**config.mk**
```make
export PLATFORM = sky130hd
export DESIGN_NAME = prog_mem_loader
export DESIGN_NICKNAME = d
export VERILOG_FILES = /design/src/rtl/prog_mem_loader.sv
export SDC_FILE = /design/constraint.sdc
export NUM_CORES = 2
export LEC_CHECK = 0
export BUFFER_PORTS_ARGS = -buffer_cell sky130_fd_sc_hd__buf_2
export CAP_MARGIN = 20
export CORE_ASPECT_RATIO = 0.8
export CORE_MARGIN = 1.5
export CORE_UTILIZATION = 55
export DETAILED_ROUTE_END_ITERATION = 10
export PLACE_DENSITY = 0.73
export SETUP_SLACK_MARGIN = 0.1
export SYNTH_ARGS = -nofsm -noshare
export SYNTH_HDL_FRONTEND = slang
export SYNTH_SLANG_ARGS = --single-unit
```
**constraint.sdc**
```tcl
create_clock -name clk -period 9 [get_ports clk]
set_input_delay 1.8 -clock clk [delete_from_list [all_inputs] [get_ports clk]]
set_output_delay 1.8 -clock clk [all_outputs]
set_load 0.02 [all_outputs]
```
**src/rtl/prog_mem_loader.sv**
```systemverilog
// Program/data memory with a boot sequencer: sweeps the array to zero, loads an image from a
// valid/ready stream, then releases the CPU and serves an instruction port and a data port.
module prog_mem_loader #(
    parameter int unsigned DATA_W         = 8,
    parameter int unsigned ADDR_W         = 8,
    parameter int unsigned DEPTH          = 256,
    parameter bit          CLEAR_ON_RESET = 1'b1
) (
    input  logic              clk,
    input  logic              rst,
    input  logic              load_valid,
    input  logic [DATA_W-1:0] load_data,
    input  logic              load_last,
    output logic              load_ready,
    output logic              cpu_rst,
    output logic              busy,
    output logic              load_err,
    output logic [ADDR_W:0]   load_count,
    input  logic [ADDR_W-1:0] addr_a,
    output logic [DATA_W-1:0] instr_out,
    input  logic              we_b,
    input  logic [ADDR_W-1:0] addr_b,
    input  logic [DATA_W-1:0] write_data_b,
    output logic [DATA_W-1:0] data_out_b
);

    localparam int unsigned     IDX_W    = (DEPTH > 1) ? $clog2(DEPTH) : 1;
    localparam logic [ADDR_W:0] LP_DEPTH = (ADDR_W + 1)'(DEPTH);
    localparam logic [IDX_W-1:0] LP_LAST = IDX_W'(DEPTH - 1);

    typedef enum logic [1:0] {StClear, StLoad, StRun} state_e;

    state_e            r_state, w_state_d;
    logic [DATA_W-1:0] r_mem [DEPTH];
    logic [IDX_W-1:0]  r_cptr;
    logic [ADDR_W:0]   r_lptr;
    logic              r_cpu_rst, r_busy, r_load_err;

    logic              w_accept, w_lfull, w_a_ok, w_b_ok, w_mem_we;
    logic [IDX_W-1:0]  w_mem_idx;
    logic [DATA_W-1:0] w_mem_wdata;

    assign w_lfull  = (r_lptr == LP_DEPTH);
    assign w_accept = load_valid & load_ready;
    assign w_a_ok   = ({1'b0, addr_a} < LP_DEPTH);
    assign w_b_ok   = ({1'b0, addr_b} < LP_DEPTH);

    always_ff @(posedge clk) begin
        if (rst) begin
            r_state <= CLEAR_ON_RESET ? StClear : StLoad;
        end else begin
            r_state <= w_state_d;
        end
    end

    always_comb begin
        w_state_d = r_state;
        unique case (r_state)
            StClear: if (r_cptr == LP_LAST) w_state_d = StLoad;
            StLoad:  if (w_accept && load_last) w_state_d = StRun;
            StRun:   w_state_d = StRun;
            default: w_state_d = StClear;
        endcase
    end

    // One shared write port: the sweep, the load stream and port B never overlap in time.
    always_comb begin
        load_ready  = 1'b0;
        w_mem_we    = 1'b0;
        w_mem_idx   = '0;
        w_mem_wdata = '0;
        unique case (r_state)
            StClear: begin
                w_mem_we  = 1'b1;
                w_mem_idx = r_cptr;
            end
            StLoad: begin
                load_ready  = 1'b1;
                w_mem_we    = load_valid & ~w_lfull;
                w_mem_idx   = r_lptr[IDX_W-1:0];
                w_mem_wdata = load_data;
            end
            StRun: begin
                w_mem_we    = we_b & w_b_ok;
                w_mem_idx   = addr_b[IDX_W-1:0];
                w_mem_wdata = write_data_b;
            end
            default: ;
        endcase
    end

    always_ff @(posedge clk) begin
        if (!rst && w_mem_we) begin
            r_mem[w_mem_idx] <= w_mem_wdata;
        end
    end

    always_ff @(posedge clk) begin
        if (rst) begin
            r_cptr     <= '0;
            r_lptr     <= '0;
            r_load_err <= 1'b0;
            r_cpu_rst  <= 1'b1;
            r_busy     <= 1'b1;
        end else begin
            r_cpu_rst <= (w_state_d != StRun);
            r_busy    <= (w_state_d != StRun);
            if (r_state == StClear) begin
                r_cptr <= r_cptr + IDX_W'(1);
            end
            if (w_accept) begin
                if (w_lfull) begin
                    r_load_err <= 1'b1;
                end else begin
                    r_lptr <= r_lptr + (ADDR_W + 1)'(1);
                end
            end
        end
    end

    // rst also holds the CPU in reset directly so it never sees a stale RUN for one cycle.
    assign cpu_rst    = r_cpu_rst | rst;
    assign busy       = r_busy;
    assign load_err   = r_load_err;
    assign load_count = r_lptr;

    assign instr_out  = (r_state == StRun && w_a_ok) ? r_mem[addr_a[IDX_W-1:0]] : '0;
    assign data_out_b = (r_state == StRun && w_b_ok) ? r_mem[addr_b[IDX_W-1:0]] : '0;

endmodule

```
==> results.tsv <==
stage	metric	value	unit
outcome	status	complete, but fails checks	
outcome	failing checks	DRC	
yosys	Post-synth EDFFs	2048	
clock_network	CTS resizes	0	
global_routing	GR Util met3	13.97	%
timing	final worst-path cycle share	88.12	%
global_routing	vias in the first global route	56480	
yosys	Synth top area share	63.11	%
timing	final setup violation count	0	
timing	clk_skew	42.87	ps
floorplanning	Initial Util	55.63	%
yosys	syn avg cell area	18.84	um2
yosys	asr flop ratio synth	0	%
pwr	fraction of power consumed by sequential logic	51.5	%
yosys	post-synth cell types	72	
clock_network	Post-CTS Hold Buffers	0	
yosys	cell area after synthesis	97450	um2
clock_network	CTS tree	yes	
finish	layout cell share with drive strength beyond 1	29.46	%
yosys	syn nets	5216	
setup_path	crit path max fanout	49	
clock_network	CTS buffer count	197	
hold_path	hold crit path type	reg2reg	
global_routing	initial antenna violation count	26	
setup_path	Max stage delay on crit path	890	ps
hold_path	Hold Path Depth	2	
floorplanning	Rows	137	
clock_network	Post-CTS Setup Inserts	0	
yosys	synthesized flop and latch total	2069	
clock_network	CTS max path bufs	3	
place	GPL Wtd Cong	1.020	
setup_path	crit path launch type	input pin	
routing	1st-iter DRT viols	11730	
pwr	combinational fraction of design power	6.0	%
setup_path	critical path class	in2out	
global_routing	met2 usage	47.07	%
floorplanning	core area	175200	um2
yosys	Gate Count Post-Synth	5172	
yosys	YS warnings	0	
place	Buffers on Ports	65	
pwr	Tot Pwr	20.27	mW
timing	RSZ-0062 raised after global routing	no	
floorplanning	die height	379.5	um
global_routing	met1 GRT Util	48.88	%
place	Place WS	1352	ps
yosys	top-count cell post-synth	edfxtp_1	
clock_network	H-tree levels	4	
timing	Final WS setup	1069	ps
clock_network	Clock Latency Late Sink	860	ps
setup_path	WP data required	7200	ps
floorplanning	die area	179700	um2
timing	Fmax	126.1	MHz
global_routing	first-pass GRT wire length	433.7	mm
finish	fin util	61.19	%
routing	WL/cell	40.03	um
floorplanning	die extent in x	473.6	um
clock_network	CTS root buf	clkbuf_16	
pwr	Clock power frac	42.5	%
yosys	commonest cells in the netlist	2048 x edfxtp_1, 996 x mux4_2, 330 x nor2_1	
yosys	Most used DFF post-synth	edfxtp_1	
setup_path	CP cell instances	buf_6, or2_4, buf_12, o221ai_1, o22ai_1, o21ai_0, a21oi_1, o32ai_1, buf_2	
timing	Rel. slew slack	5.378	%
pwr	leakage dissipation	36.76	nW
routing	routed wire length	309.6	mm
timing	Worst Tran Pin Value	1413	ps
floorplanning	I/O pin total	66	
setup_path	FF-to-FF path depth	7	
setup_path	Worst EP arrival	6130	ps
setup_path	Worst Setup End Kind	primary output	
global_routing	GRT overflow	0	
setup_path	Worst R2R Setup Slack	3540	ps
routing	via-per-instance ratio	7.690	
pwr	Sw Pwr	4.517	mW
run	Max-Cap Viols	0	
yosys	main area contributors after synthesis	edfxtp_1 63%, mux4_2 23%, mux2i_1 2.8%	
routing	Vias	59490	
routing	post-route ant nets	0	
pwr	P per Cell Area	189.1	nW/um2
routing	iteration count of the initial detailed-routing pass	11	
setup_path	Slowest-stage cell, CP	o21ai_0	
routing	Post-route DRC	2	
finish	P&R area growth vs syn	9.995	%
clock_network	clk sinks	2069	
finish	Nets	5235	
global_routing	gr busiest metal	met1	
timing	Tmin final	7931	ps
pwr	cell-internal power	15.75	mW
timing	final hold vios	0	
clock_network	clk slew on worst S/H paths	60	ps
global_routing	largest net degree at the start of global routing	219	
place	post-DP HPWL	201.9	mm
global_routing	GRT Resource Usage Total	34.44	%
timing	Final Max Tran Viols	0	
yosys	sequential area share after synthesis	63.54	%
pwr	switching share of power	22.28	%
pwr	worst vdd ir	0.1505	mV
timing	setup TNS	0	ps
yosys	Synth area leader	edfxtp_1	
-- worst paths after layout --
| kind | end | startpoint |
|---|---|---|
| worst max-delay path | instr_out[7] | addr_a[2] |
| worst min register to register | load_err | load_err |
| worst max register to register | r_mem[79][5] | r_state[0] |
| worst min-delay path | load_err | load_err |
-- flip-flops by register name (all words and copies together) (netlist names) --
signal and flops:
load_err 1, r_state 2, r_cptr 8, load_count 9, r_mem 2048, busy 1
-- cells by family (layout without fill, tap and decap cells) --
| logic type | count (synthesis) | count (layout) | synth area share (%) |
|---|---|---|---|
| other | 0 | 17 | 0 |
| buffers and inverters | 469 | 653 | 2.443 |
| multiplexers | 1268 | 1268 | 25.82 |
| AO/OA/AOI/OAI | 517 | 517 | 3.903 |
| XOR/XNOR | 13 | 13 | 0.1168 |
| flip-flops | 2069 | 2069 | 63.54 |
| AND/OR/NAND/NOR | 829 | 829 | 4.093 |
| adder cells (fa/ha/maj) | 7 | 7 | 0.08987 |
-- through the flow --
stage	cells	area, um2	hold WS (ps)
floorplan	5172	97470	483.7
global placement	7347	100500	444.6
detailed placement	7351	100500	456.8
CTS	7715	107100	470.6
global route	7723	107200	489.5
finish	7736	107200	473.1
-- cell type report --
cell class	instances	area [um2]
Timing Repair Buffer	242	2202
Multi-Input combinational cell	2634	33310
Antenna cell	17	42.54
Clock inverter	126	1449
Tap cell	2363	2957
Clock buffer	238	5136
Fill cell	12180	67990
Sequential cell	2069	61920
Inverter	47	178.9
-- worst max-delay path, delay by kind of cell --
family | cells | cell delay [ps]
buf+inv | 3 | 840
compound gates | 5 | 2550
simple gates | 1 | 620
-- placed cells by master, fill, tap and decap left out, drive strengths merged, types with 12 or more instances in the layout --
cell type     n
a2111oi      15
a211o        20
a211oi       16
a21oi        59
a22oi        90
a31oi        17
and2         15
buf         241
bufinv       27
clkbuf      239
clkinv       85
dfxtp        21
diode        17
edfxtp     2048
inv          53
mux2i       268
mux4        996
nand2       100
nand3       167
nand4        51
nand4b       19
nor2        330
nor2b        21
nor3         45
nor3b        12
nor4         24
o2111ai      26
o211ai       28
o21ai        37
o221ai       79
o22ai        76
-- power groups by stage --
stage               combinational [mW]  sequential, mW  clock (mW)
floorplan                        0.780            10.6           0
global placement                  1.18            10.6           0
detailed placement                1.18            10.6           0
CTS                               1.19            10.4        8.63
global route                      1.24            10.4        8.99
finish                            1.22            10.4        8.62
-- metal layers --
| metal | routed length (um) | vias up |
|---|---|---|
| met1 | 108900 | 30810 |
| met4 | 16230 | 24 |
| met3 | 53000 | 860 |
| met5 | 227 | - |
| li1 | - | 22310 |
| met2 | 131300 | 5483 |
Power figures use the tool's default switching activity.
